==> config.mk <==
export PLATFORM = sky130hd
export DESIGN_NAME = cdb_arbiter
export DESIGN_NICKNAME = d
export VERILOG_FILES = /design/src/rtl/cdb_arbiter_pkg.sv /design/src/rtl/rr_arbiter4.sv /design/src/rtl/cdb_arbiter.sv
export SDC_FILE = /design/constraint.sdc
export NUM_CORES = 1
export LEC_CHECK = 0
export CAP_MARGIN = 20
export CORE_MARGIN = 2
export CORE_UTILIZATION = 39
export CTS_BUF_LIST = sky130_fd_sc_hd__clkbuf_4 sky130_fd_sc_hd__clkbuf_8
export DETAILED_ROUTE_END_ITERATION = 6
export PLACE_DENSITY = 0.82
export RECOVER_POWER = 50
export SETUP_SLACK_MARGIN = 0.5
export SLEW_MARGIN = 20
export SYNTH_ARGS = -nofsm -noshare
export SYNTH_HDL_FRONTEND = slang
export SYNTH_SLANG_ARGS = --single-unit
==> constraint.sdc <==
create_clock -name clk -period 3.2 [get_ports clk]
set_input_delay 0.32 -clock clk [delete_from_list [all_inputs] [get_ports clk]]
set_output_delay 0.32 -clock clk [all_outputs]
set_load 0.01 [all_outputs]
==> src/rtl/cdb_arbiter_pkg.sv <==
// Shared CDB definitions: requester index map and the tag/data widths used by
// the tag FIFO, the reservation stations and the CDB arbiter.
package cdb_arbiter_pkg;

   localparam int CDB_TAG_WIDTH  = 6;
   localparam int CDB_DATA_WIDTH = 32;
   localparam int CDB_NUM_REQ    = 4;

   typedef enum logic [1:0] {
      CDB_INT = 2'd0,
      CDB_MUL = 2'd1,
      CDB_DIV = 2'd2,
      CDB_LS  = 2'd3
   } cdb_unit_e;

   // Index of the asserted bit of a one-hot 4-bit grant (0 when none is set).
   function automatic logic [1:0] cdb_onehot_idx(input logic [3:0] oh);
      cdb_unit_e idx;
      if (oh[1])      idx = CDB_MUL;
      else if (oh[2]) idx = CDB_DIV;
      else if (oh[3]) idx = CDB_LS;
      else            idx = CDB_INT;
      return idx;
   endfunction

endpackage

==> src/rtl/rr_arbiter4.sv <==
// Four-way round-robin grant: rotate the requests so ptr sits at bit 0, pick
// the lowest set bit, then rotate the one-hot result back.
module rr_arbiter4 (
   input  logic [3:0] req,
   input  logic [1:0] ptr,
   output logic [3:0] gnt
);

   logic [3:0] w_rot;
   logic [3:0] w_rot_gnt;
   logic [1:0] w_idx;

   always_comb begin
      // NOTE: every variable written here gets a default first so no latch is inferred.
      gnt       = '0;
      w_rot     = '0;
      w_rot_gnt = '0;
      w_idx     = '0;
      for (int j = 0; j < 4; j++) begin
         w_idx    = 2'(j) + ptr;
         w_rot[j] = req[w_idx];
      end
      // x & -x isolates the lowest set bit, i.e. the first requester at or after ptr.
      w_rot_gnt = w_rot & (~w_rot + 4'd1);
      for (int j = 0; j < 4; j++) begin
         w_idx      = 2'(j) + ptr;
         gnt[w_idx] = w_rot_gnt[j];
      end
   end

endmodule

==> src/rtl/cdb_arbiter.sv <==
// Common Data Bus arbiter: picks one of int/mul/div/ld-st each cycle, registers
// the winner's tag and data for broadcast, and returns the tag to the tag FIFO.
module cdb_arbiter
   import cdb_arbiter_pkg::*;
#(
   parameter int TAG_WIDTH  = CDB_TAG_WIDTH,
   parameter int DATA_WIDTH = CDB_DATA_WIDTH,
   parameter int NUM_REQ    = CDB_NUM_REQ
) (
   input  logic                            clk,
   input  logic                            reset,
   input  logic                            flush,
   input  logic [NUM_REQ-1:0]              req_cdb,
   input  logic [NUM_REQ*TAG_WIDTH-1:0]    tag_req,
   input  logic [NUM_REQ*DATA_WIDTH-1:0]   data_req,
   output logic [NUM_REQ-1:0]              gnt_cdb,
   output logic                            cdb_valid,
   output logic [TAG_WIDTH-1:0]            cdb_tag,
   output logic [DATA_WIDTH-1:0]           cdb_data,
   output logic [TAG_WIDTH-1:0]            cdb_tag_tf,
   output logic                            cdb_tag_tf_valid
);

   logic [1:0]            r_ptr;
   logic                  r_valid;
   logic [TAG_WIDTH-1:0]  r_tag;
   logic [DATA_WIDTH-1:0] r_data;

   logic [NUM_REQ-1:0]    w_req_arb;
   logic [NUM_REQ-1:0]    w_gnt;
   logic                  w_grant;
   logic [1:0]            w_win;
   logic [TAG_WIDTH-1:0]  w_tag;
   logic [DATA_WIDTH-1:0] w_data;

   // Masking the requests means a flushed request is never consumed and the pointer stays put.
   assign w_req_arb = (reset || flush) ? '0 : req_cdb;

   rr_arbiter4 u_rr (
      .req (w_req_arb),
      .ptr (r_ptr),
      .gnt (w_gnt)
   );

   assign gnt_cdb = w_gnt;
   assign w_grant = |w_gnt;
   assign w_win   = cdb_onehot_idx(w_gnt);

   always_comb begin
      w_tag  = '0;
      w_data = '0;
      for (int i = 0; i < NUM_REQ; i++) begin
         if (w_gnt[i]) begin
            w_tag  = tag_req[i*TAG_WIDTH +: TAG_WIDTH];
            w_data = data_req[i*DATA_WIDTH +: DATA_WIDTH];
         end
      end
   end

   // NOTE: state is updated with non-blocking assignments so every register sees pre-edge values.
   always_ff @(posedge clk or posedge reset) begin
      if (reset) begin
         r_ptr   <= '0;
         r_valid <= 1'b0;
         r_tag   <= '0;
         r_data  <= '0;
      end else begin
         r_valid <= w_grant;
         if (w_grant) begin
            r_ptr  <= w_win + 2'd1;
            r_tag  <= w_tag;
            r_data <= w_data;
         end
      end
   end

   assign cdb_valid        = r_valid;
   assign cdb_tag          = r_tag;
   assign cdb_data         = r_data;
   assign cdb_tag_tf       = r_tag;
   assign cdb_tag_tf_valid = r_valid;

endmodule

# [Word level (Yosys, flattened, before mapping)]
# Index checks and enable logic that the tools add are counted.
[op_classes] n_addsub=5 n_lt_le_gt_ge=8 mux=31 n_bitwise=3 n_reduce_logical=6
[op_table] cell="32-bit 2-to-1 mux" n=4
[op_table] cell="6-bit 2-to-1 mux" n=4
[op_table] cell="4-bit bitwise mux" n=3
[op_table] cell="2-bit by 3-bit less-than comparator with 1-bit output, second input constant" n=4
[op_table] cell="4-bit AND" n=2
[op_table] cell="1-bit binary-select mux with 2-bit select" n=4
[op_table] cell="1-bit demux with 2-bit select" n=4
[op_table] cell="2-bit by 1-bit >= comparator with 1-bit output, second input constant" n=4
[op_table] cell="1-bit 2-to-1 mux" n=8
[op_table] cell="2-bit 2-to-1 mux" n=3
[op_table] cell="2-bit adder, first input constant" n=2
[op_table] cell="4-bit by 1-bit adder with 4-bit output, second input constant" n=1
[op_table] cell="1-bit logical AND" n=4
[op_table] cell="4-bit 2-to-1 mux" n=1
[op_table] cell="4-bit NOT" n=1
[op_table] cell="4-bit OR reduction" n=1
[op_table] cell="1-bit by 2-bit adder with 2-bit output, first input constant" n=1
[op_table] cell="2-bit by 1-bit adder with 2-bit output, second input constant" n=1
[op_table] cell="1-bit logical OR" n=1
[word_totals] ff_bits=41

# [Logic depth before layout (Yosys ltp)]
# Gate-level depths: netlist of run 1.
[depth] ltp_word=15 depth_mapped=14 ltp_nobuf=10

# [Modules after synthesis]
# Synthesis of run 1 repeated with hierarchy kept, for this count alone.
[unflattened] cells_unflattened=358 area_unflattened_um2=3185.6
[by_module_without_submodules] module="cdb_arbiter" instances=1 cells_per_inst=320 area_per_inst_um2=2807.7 seq_area_each_um2=1026.0
[by_module_without_submodules] module="rr_arbiter4" instances=1 cells_per_inst=38 area_per_inst_um2=377.9 seq_area_each_um2=0.0

# [Worst setup path after synthesis of run 1]
# OpenSTA, ideal clock, no wires.
[synth_path] path_kind="reg2reg" from="register r_ptr[0]" to="register r_data[24] (netlist: cdb_data[24])" setup_ns=0.126 t_arrival_ns=2.862 required_time_ns=3.074 slack_ns=0.212 path_stages_with_launch=13 period_less_slack_ns=2.988 path_cell_list="dfrtp_1 buf_6 inv_1 ha_1 buf_2 inv_1 a2111oi_0 o2111ai_1 and2_1 nor2_1 nor4_4 buf_6 a221o_1"
[synth_between] word_cells_on_any_way=43
[synth_rtl] element="start, declared" line_no="cdb_arbiter.sv:24" rtl="logic [1:0] r_ptr;"
[synth_rtl] element="start signal, assigned" line_no="cdb_arbiter.sv:70" rtl="r_ptr <= w_win + 2'd1;"
[synth_rtl] element="1-bit by 2-bit adder with 2-bit output / 1-bit binary-select mux with 2-bit select (equally long branches)" line_no="rr_arbiter4.sv:20, rr_arbiter4.sv:26, rr_arbiter4.sv:21"
[synth_rtl] element="1-bit binary-select mux with 2-bit select / 1-bit 2-to-1 mux (equally long branches)" line_no="rr_arbiter4.sv:21" rtl="w_rot[j] = req[w_idx];"
[synth_rtl] element="1-bit 2-to-1 mux (implied by the code) / 4-bit NOT (equally long branches)" line_no="rr_arbiter4.sv:21, rr_arbiter4.sv:24"
[synth_rtl] element="4-bit NOT / 4-bit by 1-bit adder with 4-bit output (equally long branches)" line_no="rr_arbiter4.sv:24" rtl="w_rot_gnt = w_rot & (~w_rot + 4'd1);"
[synth_rtl] element="4-bit by 1-bit adder with 4-bit output / 4-bit AND (equally long branches)" line_no="rr_arbiter4.sv:24"
[synth_rtl] element="4-bit AND, on equally long branches"
[synth_rtl] element="4-bit bitwise mux (2 in series)" line_no="rr_arbiter4.sv:27" rtl="gnt[w_idx] = w_rot_gnt[j];"
[synth_rtl] element="4-bit bitwise mux (*)" line_no="rr_arbiter4.sv:27"
[synth_rtl] element="net gnt_cdb[1]" line_no="cdb_arbiter.sv:16" rtl="output logic [NUM_REQ-1:0] gnt_cdb,"
[synth_rtl] element="32-bit 2-to-1 mux (3 in series)" line_no="cdb_arbiter.sv:53" rtl="if (w_gnt[i]) begin"
[synth_rtl] element="end signal, assigned" line_no="cdb_arbiter.sv:72" rtl="r_data <= w_data;"
[synth_rtl] element="end, declared" line_no="cdb_arbiter.sv:27" rtl="logic [DATA_WIDTH-1:0] r_data;"
# Mark *: on every way through the listed nets, which the timed path passes. The rest lies on a longest branch. The select of a mux whose other input is x is not followed.
# A chain may end at the register's enable or synchronous reset.

# [Final worst setup path of run 1]
[layout_path] from="input reset" to="register r_data[10] (netlist: cdb_data[10])"
[layout_between] elab_chain_cells=15 word_cells_on_any_way=22
[layout_rtl] element="start, declared" line_no="cdb_arbiter.sv:11" rtl="input logic reset,"
[layout_rtl] element="1-bit logical OR (*)" line_no="cdb_arbiter.sv:37" rtl="assign w_req_arb = (reset || flush) ? '0 : req_cdb;"
[layout_rtl] element="4-bit 2-to-1 mux (*)" line_no="cdb_arbiter.sv:37"
[layout_rtl] element="1-bit binary-select mux with 2-bit select" line_no="rr_arbiter4.sv:21"
[layout_rtl] element="1-bit 2-to-1 mux (implied by the code)" line_no="rr_arbiter4.sv:21"
[layout_rtl] element="4-bit NOT" line_no="rr_arbiter4.sv:24"
[layout_rtl] element="4-bit by 1-bit adder with 4-bit output" line_no="rr_arbiter4.sv:24"
[layout_rtl] element="4-bit AND (*)" line_no="rr_arbiter4.sv:24"
[layout_rtl] element="4-bit AND (no line)"
[layout_rtl] element="4-bit bitwise mux (2 in series)" line_no="rr_arbiter4.sv:27"
[layout_rtl] element="4-bit bitwise mux (*)" line_no="rr_arbiter4.sv:27"
[layout_rtl] element="32-bit 2-to-1 mux (4 in series)" line_no="cdb_arbiter.sv:53"
# Every way passes the cells marked *; elsewhere a longest branch is shown, timed or not. The select of a mux whose other input is x is not followed.

==> results of run 1 <==
-- per-stage QoR --
step | instances | util [%] | hold WS, ns | power [mW] | worst slack, ns
final | 684 | 73.0 | 0.512 | 7.61 | 0.346
after global routing | 684 | 73.0 | 0.534 | 8.01 | 0.264
after CTS | 680 | 71.9 | 0.521 | 7.30 | 0.425
after detailed placement | 646 | 65.6 | 0.496 | 6.19 | 0.0416
after global placement | 646 | 65.6 | 0.495 | 6.02 | 0.122
after floorplan | 363 | - | 0.466 | 4.47 | 0.498
-- worst max path at each step --
stage,end,slack [ns]
3_3_place_gp,cdb_data[22],0.12
4_1_cts,gnt_cdb[2],0.42
6_report,cdb_data[10],0.35
2_1_floorplan,cdb_data[24],0.50
3_5_place_dp,cdb_data[10],0.04
5_1_grt,cdb_data[18],0.26
-- critical path, stage by stage --
cell           delay [ns]
dlygate4sd3_1        0.60
or3b_4               0.41
o22a_2               0.30
a21oi_4              0.21
a221oi_4             0.10
buf_12               0.16
nor2_4               0.14
buf_4                0.15
nor4_4               0.03
buf_6                0.13
buf_12               0.15
a221o_1              0.30
-- sequential cells by signal, summed over array words and instances (netlist names) --
name / cells
cdb_tag_tf_valid: 1
cdb_tag: 6
r_ptr: 2
cdb_data: 32
-- logic make-up (layout without fill, tap and decap cells) --
kind of cell,count (synthesis),in the layout,synth area share [%]
AO/OA/AOI/OAI,177,177,45.2
adder cells (fa/ha/maj),7,7,2.53
buffers and inverters,70,283,10.2
flip-flops,41,41,29.7
multiplexers,7,7,2.10
AND/OR/NAND/NOR,61,61,10.3
-- report_power, final --
| part | switching, mW | total (mW) | internal, mW |
|---|---|---|---|
| Combinational | 3.21 | 6.18 | 2.98 |
| Clock | 0.194 | 0.390 | 0.196 |
| Sequential | 0.193 | 1.03 | 0.839 |
| Total | 3.59 | 7.61 | 4.01 |
-- cells in the mapped netlist (all sizes together), types with 2 or more instances --
master    n
nand2     4
ha        7
a221oi    3
nor4      2
mux2      2
o2111ai  39
inv      10
o21a      2
buf      30
nor3b     2
nor3     39
dfrtp    41
and2      3
clkbuf   30
nor2      3
a32oi    36
nand3     3
a21oi     6
a311oi    2
mux2i     5
o22ai     4
nand2b    2
a221o    41
a211oi   36
-- routing by layer --
layer	up-vias	part of all wire, %	global-route usage (%)
met3	71	11	6.80
met4	0	3.7	11.7
li1	1994	-	-
met2	404	48	54.2
met5	-	0	0
met1	2256	37	42.2
-- cell type report --
class	instances	area [um^2]	share of cell area, %
clock buffers	7	96.3	1.52
clock inverters	1	5.00	0.0790
inverters	10	50.0	0.790
multi-input cells	252	2320	36.7
flip-flops and latches	41	1030	16.2
well taps	108	135	2.13
repair buffers	265	2700	42.6
-- what timing repair did --
| action | 4_1_cts | 5_1_grt |
|---|---|---|
| gates cloned | 3 | 0 |
| pin swaps | 16 | 8 |
| gates resized for setup | 64 | 17 |
| buffers inserted | 23 | 4 |
| endpoints found under the setup margin | 45 | 44 |
==> impl_results.md, run 1 <==
- Post-placement cell area: between 0.005 and 0.006 mm^2
- Final Skew: approximately 0.011 ns
- Mean Syn Cell Area: between 9 and 10 um^2
- Endpoints failing setup: 0
- CTS Buf Count: 5
- Final wirelength: approximately 16000 um
- #FFs+latches synth: between 40 and 50
- Top cells by area, synth: dfrtp_1 30%, a221o_1 12%, o2111ai_1 9.9%
- Critical path launch point: reset
- Critical path launch point type: input port
- Yosys cell types: 46
- Syn_nets: about 530
- Worst-Margin Slew: roughly 1.7 ns
- Post-synth ARST share: 100%
- Share of layout cells above drive strength 1: 19.3%
- Top-area cell type share of the netlist area: between 20% and 30%
- Initial Util: between 30% and 40%
- Final instance area: approximately 0.0063 mm^2
- Reg2reg setup slack: between 0.3 and 0.4 ns
- Mapped Area: ~0.0035 mm^2
- Clock tree buffer depth: 2
- Power Dens Cells: ~1200 mW/mm^2
- CORE AREA: approximately 0.0087 mm^2
- Total clock sinks: 41
- Post-synth EDFFs: 0
- Worst-skew pair later-pin latency: around 0.30 ns
- Worst-path clk slew: around 0.080 ns
- Initial antenna violation count: 0
- Final nets: approximately 740
- Max Clock Freq: between 300 and 400 MHz
- I/O Buffers: roughly 210
- Worst-path fanout max: 17
- Crit Path Class: in2reg
- Most common cell after layout, fill and taps aside: clkdlybuf4s50_1
- Status: finished with violations
- Hold WC Path Type: reg2reg
- Failing checks: max-capacitance violations, max-slew violations
- Post-synthesis cell count: roughly 360
- Hold EP: cdb_data[13]
- Largest net degree at the start of global routing: 51
- Hold_sp: cdb_data[13]
- Die W: between 90 and 100 um
- Leak pwr: about 2.3 nW
- Required time of the critical path: roughly 3.4 ns
- First-pass GRT wire length: 25600 um
- Worst r2r src: r_ptr[0]
- H-tree level count: 2
- Row count: 34
- Setup tns final: 0 ns
- Die H: about 98 um
- Synthesis Warnings: 0
- Dpl hpwl: 10100 um
- Area Overhead vs Synth: 83.3%
- Total die area: 0.00963 mm^2
- Residual DRC count: 0
- RD Place Congestion: a little under 0.9
- Sequential-to-total area share from yosys stat: 29.7%
- Fin crit period: about 2.9 ns
- Unrepaired setup endpoints after global routing: yes
- Starting DRC count in detailed routing: between 300 and 400
- Max-slew headroom: -14.5%
- R2R Path End: cdb_data[7]
- Hold Crit Depth: 1
- I/O pins: roughly 210
- ANT cells: 0
- Max Slew Vio Count: between 40 and 50
- Max IR drop VDD: 0.00108 V
- Tcrit/Tclk final: 89.2%
- Vias per cell: 6.91
- Fillers: approximately 630
- Yosys top cell by area: dfrtp_1
- First-pass DRT Iterations: 6
- Critical path data arrival time: around 3.0 ns
- CTS Hold Buffers Added: 0
- Global route total overflow: 0
- CP endpoint kind: register
- Reg2Reg Depth: 12
- GRT Total Usage: between 30% and 40%
- Commonest non-fill, non-tap cells in the layout: 174 x clkdlybuf4s50_1, 40 x a221o_1, 39 x dfrtp_1
- ANT nets after route: 0
- Vias after detailed routing: 4725
- Vias in the first global route: approximately 4.7k
- Root Driver: clkbuf_8
- CTS tree: built
- WL per Instance: approximately 24 um
- Max_cap viols: 1
- Primary FF master, synth: dfrtp_1
- Final Hold Fails: 0
No activity file was read; power rests on OpenSTA's default activity.
==> inputs of run 2 (changes only) <==
CORE_UTILIZATION = 25   (was 39)
PLACE_DENSITY = 0.56   (was 0.82)
==> run 2 against run 1 <==
  * Worst setup slack lost 0.055 ns
  * Clock skew shrank 0.0058 ns
  * Core utilization shrank 26 points
  * Register-to-register slack gained 0.03 ns
  * Clock power shrank 10%
  * First-iteration DRC count grew 55%
  * Highest routed layer unchanged
  * Critical path depth shrank 1
  * Wire length grew 3.4%
  * Clock-buffer cell count shrank 2
  * The run still ends with max-capacitance violations, max-slew violations left
  * Design area shrank 0.95%
==> impl_results.md, run 2 (synthesis gave the netlist of run 1 again) <==
- Layout Utilization: 47.0%
- Overall power: roughly 7.4 mW
- Most used cell along the critical path: buf_4
- Max IR drop VDD: 0.000572 V
- Max_cap viols: 1
- Most common cell after layout, fill and taps aside: clkdlybuf4s50_1
- Vias after detailed routing: approximately 4.4k
- Unrepaired setup endpoints after global routing: yes
- Reg2reg setup slack: 0.42 ns
- Final Hold Fails: 0
- Residual DRC count: 0
- ANT cells: 0
- Hold Crit Depth: 1
- Slowest CP cell: dlygate4sd3_1
- Fin crit period: 2.91 ns
- RD Place Congestion: around 0.87
- I/O Buffers: between 200 and 250
- Reg2Reg Depth: 13
- Power Dens Cells: 1180 mW/mm^2
- Hold_sp: cdb_data[0]
- Hold WC Path Type: reg2reg
- Max reg flops: 32
- ANT nets after route: 0
- Critical path's largest stage delay: just under 0.6 ns
- Max Slew Vio Count: 42
- Dpl cells: between 700 and 800
- Worst-path clk slew: around 0.090 ns
- Endpoints failing setup: 0
- CP endpoint kind: register
- Global route total overflow: 0
- WL per Instance: about 23 um
- CTS Hold Buffers Added: 0
- Failing checks: max-capacitance violations, max-slew violations
- Final wirelength: 17000 um
- Crit path buf inv count: 4
- Required time of the critical path: about 3.4 ns
- First-pass GRT wire length: roughly 25000 um
- Worst-Margin Slew: roughly 2.1 ns
- R2R Path End: cdb_data[5]
- Largest net degree at the start of global routing: a little over 60
- Starting DRC count in detailed routing: approximately 500
- Hold EP: cdb_data[0]
- Critical path launch point type: input port
- Leak pwr: 2.21 nW
- Total clock sinks: between 40 and 50
- Status: finished with violations
- Tcrit/Tclk final: between 90% and 100%
- Max-slew headroom: -43.6%
- Worst path cell trace: dlygate4sd3_1 > clkbuf_1 > nor2_1 > o2111a_1 > a41o_4 > a221o_2 > buf_4 > buf_4 > a32oi_1 > a211oi_1 > a221o_1
- Die H: 122 um
- Share of layout cells above drive strength 1: between 10% and 20%
- Critical path data arrival time: between 3 and 4 ns
- Initial Util: between 20 and 30%
- Non-Filler Instances: between 700 and 800
- I/O pins: approximately 210
- Root Driver: clkbuf_8
- Commonest non-fill, non-tap cells in the layout: 176 x clkdlybuf4s50_1, 39 x dfrtp_1, 38 x nor3_1, 38 x a221o_1
- Worst-skew pair later-pin latency: approximately 0.30 ns
- CORE AREA: approximately 0.013 mm^2
- CTS tree: built
- Worst-path fanout max: 11
- Max Clock Freq: about 340 MHz
- Crit Path Class: in2reg
- Worst r2r src: r_ptr[0]
- Total die area: about 0.015 mm^2
- Dpl hpwl: 10900 um
- Clock tree buffer depth: 2
- H-tree level count: 2
- Setup tns final: 0 ns
- Area Overhead vs Synth: 81.6%
- GRT Total Usage: between 20% and 30%
- Vias in the first global route: about 4.7k
- Die W: about 120 um
- Initial antenna violation count: 0
- CTS Buf Count: 5
- Top delay family on crit path: compound AO/OA/AOI/OAI gates
- Vias per cell: about 6
- Final Skew: approximately 0.0056 ns
- First-pass DRT Iterations: 5
- Final nets: 727
- Row count: 42
## run 2: changes by cell type in the layout (fill, tap and decap cells not counted), sizes merged
cell and delta:
bufbuf -1, clkbuf +1, clkinvlp +1, buf -16, dlygate4sd2 -2, inv -1
clkdlybuf4s50 +2
## run 2: repair_timing
item,4_1_cts,5_1_grt
setup endpoints to repair,44,44
setup buffers,8,6
cloned,0,3
gates resized for setup,40,34
pin swaps,9,10
## run 2: stage by stage
step                      hold slack, ns  setup slack, ns  instance area, um^2
final                              0.507            0.291                 6280
after global placement             0.494           0.0790                 5800
after floorplan                    0.466            0.498                 3540
after CTS                          0.522            0.417                 6040
after global routing               0.528            0.182                 6280
after detailed placement           0.494           0.0483                 5800
## run 2: power breakdown
group | internal (mW) | switching [mW] | leakage [nW]
registers | 0.839 | 0.180 | 0.488
clock network | 0.145 | 0.206 | 0.0399
logic | 2.88 | 3.19 | 1.68
## run 2: worst max-delay path by stage
stage                    to  slack, ns  cells after the start       start
2_1_floorplan  cdb_data[24]       0.50                     12    r_ptr[0]
3_3_place_gp   cdb_data[12]       0.08                      9  req_cdb[1]
3_5_place_dp   cdb_data[31]       0.05                     10  req_cdb[1]
4_1_cts        cdb_data[23]       0.42                     10    r_ptr[0]
5_1_grt        cdb_data[22]       0.18                     11       reset
6_report       cdb_data[23]       0.29                     11       reset
## run 2: area by class of cell
cell class,count,area [um^2]
Fill cell,1296,7070
Timing Repair Buffer,251,2570
Multi-Input combinational cell,252,2330
Sequential cell,41,1030
Tap cell,176,220
Clock buffer,5,68.8
Inverter,10,51.3
Clock inverter,1,5.00
## run 2: metal layers
metal / up-vias / global-route usage (%) / wire length [um]
li1: 1963 / - / -
met1: 2158 / 28.2 / 7240
met2: 234 / 35.6 / 8070
met3: 26 / 5.20 / 1410
met4: 0 / 8.19 / 322
met5: - / 0 / 0
